`src/rtl/alu_uart_sequencer_if.sv`:
```
`default_nettype none
// ============================================================================
// Module  : alu_uart_sequencer_if
// Purpose : Bundles RX FIFO, ALU and Int_Tx signals around the sequencer.
// Revision: 1.0 - initial release
// ============================================================================
interface alu_uart_sequencer_if #(
  parameter int DBIT   = 8,
  parameter int OPBITS = 6
);
  logic              rx_empty;
  logic [DBIT-1:0]   rx_data;
  logic              RD_FIFO;
  logic [DBIT-1:0]   alu_a;
  logic [DBIT-1:0]   alu_b;
  logic [OPBITS-1:0] alu_op;
  logic [DBIT-1:0]   alu_result;
  logic              tx_full;
  logic              enviar;
  logic [DBIT-1:0]   DATO_ALU;
  logic [7:0]        op_count;
  logic [2:0]        state_dbg;
  logic              seq_err;

  modport master (
    input  rx_empty, rx_data, alu_result, tx_full,
    output RD_FIFO, alu_a, alu_b, alu_op, enviar, DATO_ALU, op_count, state_dbg, seq_err
  );

  modport slave (
    output rx_empty, rx_data, alu_result, tx_full,
    input  RD_FIFO, alu_a, alu_b, alu_op, enviar, DATO_ALU, op_count, state_dbg, seq_err
  );
endinterface
`default_nettype wire

```
`src/rtl/alu_uart_sequencer.sv`:
```
`default_nettype none
// ============================================================================
// Module  : alu_uart_sequencer
// Purpose : Pops A, B, opcode from the RX FIFO, runs the ALU, sends the result
//           to Int_Tx. Optional stall timeout enabled by macro SEQ_TIMEOUT_EN.
// Revision: 1.0 - initial release
// ============================================================================
module alu_uart_sequencer #(
  parameter int DBIT           = 8,
  parameter int OPBITS         = 6,
  parameter int TIMEOUT_CYCLES = 1000
) (
  input wire CLK,
  input wire RESET,
  alu_uart_sequencer_if.master bus
);

  typedef enum logic [2:0] {
    GET_A  = 3'd0,
    GET_B  = 3'd1,
    GET_OP = 3'd2,
    EXEC   = 3'd3,
    SEND   = 3'd4
  } state_e;

  state_e            state_q, state_d;
  logic [DBIT-1:0]   alu_a_q, alu_a_d;
  logic [DBIT-1:0]   alu_b_q, alu_b_d;
  logic [OPBITS-1:0] alu_op_q, alu_op_d;
  logic [DBIT-1:0]   dato_q, dato_d;
  logic [7:0]        op_count_q, op_count_d;
  logic              rd_fifo;
  logic              enviar;

`ifdef SEQ_TIMEOUT_EN
  localparam int STALL_W = $clog2(TIMEOUT_CYCLES + 1);
  logic [STALL_W-1:0] stall_q, stall_d;
  logic               seq_err_q, seq_err_d;
`endif

  always_ff @(posedge CLK) begin
    if (RESET) begin
      state_q    <= GET_A;
      alu_a_q    <= '0;
      alu_b_q    <= '0;
      alu_op_q   <= '0;
      dato_q     <= '0;
      op_count_q <= '0;
`ifdef SEQ_TIMEOUT_EN
      stall_q    <= '0;
      seq_err_q  <= 1'b0;
`endif
    end else begin
      state_q    <= state_d;
      alu_a_q    <= alu_a_d;
      alu_b_q    <= alu_b_d;
      alu_op_q   <= alu_op_d;
      dato_q     <= dato_d;
      op_count_q <= op_count_d;
`ifdef SEQ_TIMEOUT_EN
      stall_q    <= stall_d;
      seq_err_q  <= seq_err_d;
`endif
    end
  end

  always_comb begin
    state_d    = state_q;
    alu_a_d    = alu_a_q;
    alu_b_d    = alu_b_q;
    alu_op_d   = alu_op_q;
    dato_d     = dato_q;
    op_count_d = op_count_q;
    rd_fifo    = 1'b0;
    enviar     = 1'b0;

    case (state_q)
      GET_A: begin
        if (!bus.rx_empty) begin
          rd_fifo = 1'b1;
          alu_a_d = bus.rx_data;
          state_d = GET_B;
        end
      end
      GET_B: begin
        if (!bus.rx_empty) begin
          rd_fifo = 1'b1;
          alu_b_d = bus.rx_data;
          state_d = GET_OP;
        end
      end
      GET_OP: begin
        if (!bus.rx_empty) begin
          rd_fifo  = 1'b1;
          alu_op_d = bus.rx_data[OPBITS-1:0];
          state_d  = EXEC;
        end
      end
      // One settle cycle for the combinational ALU on the registered operands.
      EXEC: begin
        dato_d  = bus.alu_result;
        state_d = SEND;
      end
      SEND: begin
        if (!bus.tx_full) begin
          enviar     = 1'b1;
          op_count_d = op_count_q + 8'd1;
          state_d    = GET_A;
        end
      end
      default: state_d = GET_A;
    endcase

`ifdef SEQ_TIMEOUT_EN
    stall_d   = '0;
    seq_err_d = 1'b0;
    // Only a starved mid-frame wait can time out; a pop or leaving restarts it.
    if ((state_q == GET_B || state_q == GET_OP) && bus.rx_empty) begin
      if (stall_q == STALL_W'(TIMEOUT_CYCLES - 1)) begin
        state_d   = GET_A;
        seq_err_d = 1'b1;
      end else begin
        stall_d = stall_q + 1'b1;
      end
    end
`endif
  end

  assign bus.RD_FIFO   = rd_fifo;
  assign bus.enviar    = enviar;
  assign bus.alu_a     = alu_a_q;
  assign bus.alu_b     = alu_b_q;
  assign bus.alu_op    = alu_op_q;
  assign bus.DATO_ALU  = dato_q;
  assign bus.op_count  = op_count_q;
  assign bus.state_dbg = state_q;

`ifdef SEQ_TIMEOUT_EN
  assign bus.seq_err = seq_err_q;
`else
  // No timeout hardware; the term is constant 0 and only keeps the parameter referenced.
  assign bus.seq_err = (TIMEOUT_CYCLES < 0);
`endif

endmodule
`default_nettype wire
```
`src/flat_wrapper.sv`:
```
// flat-port wrapper written by rule: the top's interface ports become plain ports
module alu_uart_sequencer_flat 
#(
  parameter int DBIT           = 8,
  parameter int OPBITS         = 6,
  parameter int TIMEOUT_CYCLES = 1000
)
  (CLK, RESET, bus_rx_empty, bus_rx_data, bus_alu_result, bus_tx_full, bus_RD_FIFO, bus_alu_a, bus_alu_b, bus_alu_op, bus_enviar, bus_DATO_ALU, bus_op_count, bus_state_dbg, bus_seq_err);
  alu_uart_sequencer_if #(.DBIT(DBIT), .OPBITS(OPBITS)) bus_i ();
  input wire CLK;
  input wire RESET;
  input wire logic [$bits(bus_i.rx_empty)-1:0] bus_rx_empty;
  input wire logic [$bits(bus_i.rx_data)-1:0] bus_rx_data;
  input wire logic [$bits(bus_i.alu_result)-1:0] bus_alu_result;
  input wire logic [$bits(bus_i.tx_full)-1:0] bus_tx_full;
  output wire logic [$bits(bus_i.RD_FIFO)-1:0] bus_RD_FIFO;
  output wire logic [$bits(bus_i.alu_a)-1:0] bus_alu_a;
  output wire logic [$bits(bus_i.alu_b)-1:0] bus_alu_b;
  output wire logic [$bits(bus_i.alu_op)-1:0] bus_alu_op;
  output wire logic [$bits(bus_i.enviar)-1:0] bus_enviar;
  output wire logic [$bits(bus_i.DATO_ALU)-1:0] bus_DATO_ALU;
  output wire logic [$bits(bus_i.op_count)-1:0] bus_op_count;
  output wire logic [$bits(bus_i.state_dbg)-1:0] bus_state_dbg;
  output wire logic [$bits(bus_i.seq_err)-1:0] bus_seq_err;
  assign bus_i.rx_empty = bus_rx_empty;
  assign bus_i.rx_data = bus_rx_data;
  assign bus_i.alu_result = bus_alu_result;
  assign bus_i.tx_full = bus_tx_full;
  assign bus_RD_FIFO = bus_i.RD_FIFO;
  assign bus_alu_a = bus_i.alu_a;
  assign bus_alu_b = bus_i.alu_b;
  assign bus_alu_op = bus_i.alu_op;
  assign bus_enviar = bus_i.enviar;
  assign bus_DATO_ALU = bus_i.DATO_ALU;
  assign bus_op_count = bus_i.op_count;
  assign bus_state_dbg = bus_i.state_dbg;
  assign bus_seq_err = bus_i.seq_err;
  alu_uart_sequencer #(.DBIT(DBIT), .OPBITS(OPBITS), .TIMEOUT_CYCLES(TIMEOUT_CYCLES)) u_core (.CLK(CLK), .RESET(RESET), .bus(bus_i));
endmodule
```
`config.mk`:
```
export PLATFORM = sky130hd
export DESIGN_NAME = alu_uart_sequencer_flat
export DESIGN_NICKNAME = d
export VERILOG_FILES = /design/src/rtl/alu_uart_sequencer_if.sv /design/src/rtl/alu_uart_sequencer.sv /design/src/flat_wrapper.sv
export SDC_FILE = /design/constraint.sdc
export NUM_CORES = 1
export LEC_CHECK = 0
export ABC_AREA = 1
export ABC_CLOCK_PERIOD_IN_PS = 1880
export CORE_MARGIN = 1
export CORE_UTILIZATION = 55
export DETAILED_ROUTE_END_ITERATION = 10
export DONT_BUFFER_PORTS = 1
export GPL_TIMING_DRIVEN = 0
export PLACE_DENSITY = 0.7
export SLEW_MARGIN = 5
export SYNTH_ARGS = -nofsm -noshare
export SYNTH_HDL_FRONTEND = slang
export SYNTH_SLANG_ARGS = --single-unit
export TNS_END_PERCENT = 10
```
`constraint.sdc`:
```
create_clock -name CLK -period 1.88 [get_ports CLK]
set_clock_uncertainty 0.2 [all_clocks]
set_input_delay 0.188 -clock CLK [delete_from_list [all_inputs] [get_ports CLK]]
set_output_delay 0.188 -clock CLK [all_outputs]
set_load 0.02 [all_outputs]
```
* After elaboration in Yosys (flattened, before gate mapping)
Index checks and enable logic that the tools add are counted.
Operators by class: add/subtract/negate cells 1, equal/unequal tests 8, multiplexer cells 9, bitwise gates (word level) 2, reduce and logical (&&, ||, !) cells 7
Operators by type and width (number):
- 3-bit case mux with 5 select lines | 1
- 3-bit 2-to-1 mux | 4
- 8-bit by 1-bit adder with 8-bit output (second input constant) | 1
- 2-bit inequality test (second input constant) | 4
- 2-bit AND reduction | 4
- 3-bit by 2-bit equality test with 1-bit output (second input constant) | 2
- 1-bit 2-to-1 mux | 4
- 4-bit AND reduction | 1
- 3-bit by 1-bit equality test with 1-bit output (second input constant) | 1
- 3-bit equality test (second input constant) | 1
- 3-bit zero test | 1
- 3-bit OR reduction | 1
- 1-bit NOT | 2
Word-level totals: bits in registers 41, bits of input ports 20, output and inout port bits 44, word-level logic and storage cells 33

* Longest topological paths before layout
word-level depth 3, depth in mapped cells 7, depth with buffers taken out 7

* Worst setup path after synthesis
OpenSTA, ideal clock, no wires.
path kind register -> output, start reg u_core.state_q[0] (netlist: u_core.bus.state_dbg[0]), end out bus_RD_FIFO, data arrival time 1138 ps, data required time 1492 ps, path slack 354 ps, stages on the path, launching flop included 4, buffers on the path 0, path through dfxtp_1 nor2_2 nand2_1 a31oi_1
On the way: word-level cells in the longest chain between the ends 3, elaborated cells on any way between the ends 5, classes of those cells 2 x eq/ne; 1 x mux; 2 x reduce/logical
Ends and longest elaborated chain:
- start, declared | line alu_uart_sequencer.sv:26 | state_e state_q, state_d;
- start signal, assigned | line alu_uart_sequencer.sv:54 | state_q <= state_d;
- 3-bit by 1-bit equality test with 1-bit output (tied with other cells) | line alu_uart_sequencer.sv:77 | case (state_q)
- 3-bit OR reduction (no line) *
- 1-bit 2-to-1 mux *
- end, declared | line flat_wrapper.sv:16 | output wire logic [$bits(bus_i.RD_FIFO)-1:0] bus_RD_FIFO;
Every way passes the cells marked *; elsewhere a longest branch is shown, timed or not.

* Worst setup path after layout
Same ends and word-level chain as after synthesis.

==> results.cfg <==
[timing]
final-setup-viol-count = 0
rsz0062_at_grt = no
period_minus_slack_ns = 1.772
setup_tns_ns = 0
post-route-period-util = 0.9425
drv_slew = 0
hold_viol = 0
fmaxAchievable_mhz = 564.3

[synth]
yosysWarnings = 0
yosys.area.top_type = dfxtp_1
synthDistinctLibCells = 21
synth_seq_cells = 41
ys_seq_area_frac = 0.5121
syn_inst = 215
synth_nets = 236
yosys-top-cells-area = dfxtp_1 51%, nor2_1 13%, o21ai_0 7.2%, nand2_1 6.6%, a21oi_1 5.0%
avgSynthCellArea_sq_um = 7.455
synth_top_area_share = 0.5121
syn_area_sq_um = 1603

[clock_tree]
numClockSinks = 41
cts_tree = done
cts_buffer_depth = 2
cts_buffers = 5
clockRootBuffer = clkbuf_4
post-cts-setup-buffer-count = 0
clk_latency_ns = 0.35
clk_pin_slew_ns = 0.12
cts_max_level = 2

[floorplanning]
coreArea_sq_um = 2758
dieArea_sq_um = 3134
start_util = 0.5812
die_width_um = 55.98
row_count = 19
io-pin-count = 64
die_height_um = 55.98

[routing]
ant_nets = 0
post_drt_wl_per_cell_um = 14.27
dr.pass1.iters = 4
viasPerCell = 5.520
drt-met1-wl_um = 1485
route.met2.wl_um = 2078
highest_layer = met4
finalWirelength_um = 3895
drc = 0
drtIter0Drc = 81
num_vias = 1507
route.met3.wl_um = 266

[global_routing]
antenna_found_initial = 0
grtUsageTotal = 0.2685
grt_max_degree = 13
grt_pass1_vias = 1501
grt_pass1_wl_um = 6596
globalRouteOverflowTotal = 0

[placement]
post-dp-hpwl_um = 2667
portBuffers = 0
gp_congestion = 0.7923

[worst_setup_path]
start_kind = register
crit_type = reg -> out
rrSetupSlack_ns = 0.22
end_kind = primary output
cp_num_buf_inv = 0
path_delay_family = flip-flops
crit_chain = nor2_2 -> nand2_1 -> a31oi_4
critPathRequiredTime_ns = 1.49
critPathSlowestCell = dfxtp_2
arrival_ns = 1.38
critPathMaxFanout = 6
cp_slowest_stage_delay_ns = 0.41

[final_layout]
synthToLayoutAreaGrowth_pct = 18.66
nFillCells = 237
layout.nets = 262
antenna_cells = 0
layout-drive-gt1-share = 0.09917
postLayoutCoreUtil = 0.6897

[flow_run]
cap_violations = 0

[power_and_ir_drop]
p_per_area_nw_per_um2 = 823.8
ir_worst_vdd_mv = 0.9205
p_leak_uw = 0.0007476

[outcome]
status = finished, final reports clean

[hold_path]
hold_class = in -> reg
## worst reg2reg max path, stage by stage, from the launching register on
cell and delay [ns]:
dfxtp_1 0.53, ha_1 0.26, nand2_1 0.09, nor2_1 0.20
nand2_1 0.07, nor2_1 0.10, nor2_1 0.05, nor2_1 0.11
## metal layers
metal  vias to the layer above  track usage
li1                        755            -
met1                       690       0.3019
met2                        55       0.4779
met3                         7      0.07442
met4                         0       0.1045
met5                         -            0
## area by class of cell
cell class / count / area (sq um) / share of cell area
inverter: 14 / 52.55 / 0.02763
timing repair buffer: 19 / 190.2 / 0.1000
clock inverter: 2 / 10.01 / 0.005263
sequential: 41 / 824.5 / 0.4336
buffer: 5 / 26.28 / 0.01382
tap: 31 / 38.79 / 0.02039
clock buffer: 6 / 41.29 / 0.02171
multi-input combinational: 155 / 718.2 / 0.3776
## flip-flops by register name, indices dropped and copies added (netlist names)
| signal | flops |
|---|---|
| u_core.bus.state_dbg | 3 |
| u_core.bus.alu_a | 8 |
| u_core.bus.DATO_ALU | 8 |
| u_core.bus.alu_op | 6 |
| u_core.bus.alu_b | 8 |
| u_core.bus.op_count | 8 |
## through the flow
step | hold slack, ns | power [uW] | cells | worst slack [ns] | cell area (sq um)
2_1_floorplan | 0.05707 | 1086 | 215 | 0.3540 | 1603
3_3_place_gp | 0.05929 | 1109 | 246 | 0.2311 | 1642
3_5_place_dp | 0.06168 | 1116 | 246 | 0.2060 | 1642
4_1_cts | 0.02391 | 1572 | 273 | 0.01031 | 1898
5_1_grt | 0.04620 | 1632 | 273 | 0.01450 | 1902
6_report | 0.02770 | 1567 | 273 | 0.1080 | 1902
## where the power goes
part | total [uW] | switching (uW) | internal [uW]
logic | 168 | 102 | 66.1
registers | 977 | 71.6 | 906
clock network | 421 | 279 | 143
## synth_stat cells, drive strengths merged
master  instances
nor2b           1
o21ai          25
a21oi          16
clkbuf          3
nand2          30
nand3          17
inv            14
ha              1
nor2           60
conb            1
xor2            1
a31oi           1
nand4           2
buf             2
dfxtp          41
## what timing repair did
item	in CTS	in global routing
hold buffers	19	0
endpoints found under the hold margin	38	0
setup endpoints to repair	1	2
gates resized for setup	2	3
## cells in the final DEF (no fill, tap or decap)
cell           Yosys  final
a21oi_1           16     16
o21ai_1            2      2
dfxtp_1           41     38
o21ai_0           23     23
a31oi_4            0      1
nor2_1            56     56
clkbuf_1           3      4
clkinv_2           0      2
nand2_1           28     28
inv_2              4      4
nand2_2            2      2
dlygate4sd3_1      0     19
nand3_1           16     16
nand4_1            2      2
xor2_1             1      1
nor2_4             1      1
nor2_2             3      3
conb_1             1      1
nor2b_1            1      1
buf_4              2      2
clkbuf_4           0      5
inv_1             10     10
dfxtp_2            0      3
ha_1               1      1
nand3_2            1      1
## logic make-up (layout without fill, tap and decap cells)
kind of cell / after synthesis / count (layout) / share of synthesized area
XOR/XNOR: 1 / 1 / 0.005465
buffers and inverters: 19 / 46 / 0.04918
adder cells (fa/ha/maj): 1 / 1 / 0.007805
flip-flops: 41 / 41 / 0.5121
AO/OA/AOI/OAI: 42 / 42 / 0.1319
other: 1 / 1 / 0.002340
AND/OR/NAND/NOR: 110 / 110 / 0.2912
## final timing paths
path / start / to / depth (start not counted)
max: u_core.bus.state_dbg[0]$_SDFFE_PP0P_ / bus_RD_FIFO / 3
min: bus_tx_full / u_core.bus.op_count[3]$_SDFFE_PP0P_ / 4
max reg2reg: u_core.bus.op_count[0]$_SDFFE_PP0P_ / u_core.bus.op_count[6]$_SDFFE_PP0P_ / 7
min reg2reg: u_core.bus.alu_b[7]$_SDFFE_PP0P_ / u_core.bus.alu_b[7]$_SDFFE_PP0P_ / 2
No activity file was read; power rests on OpenSTA's default activity.
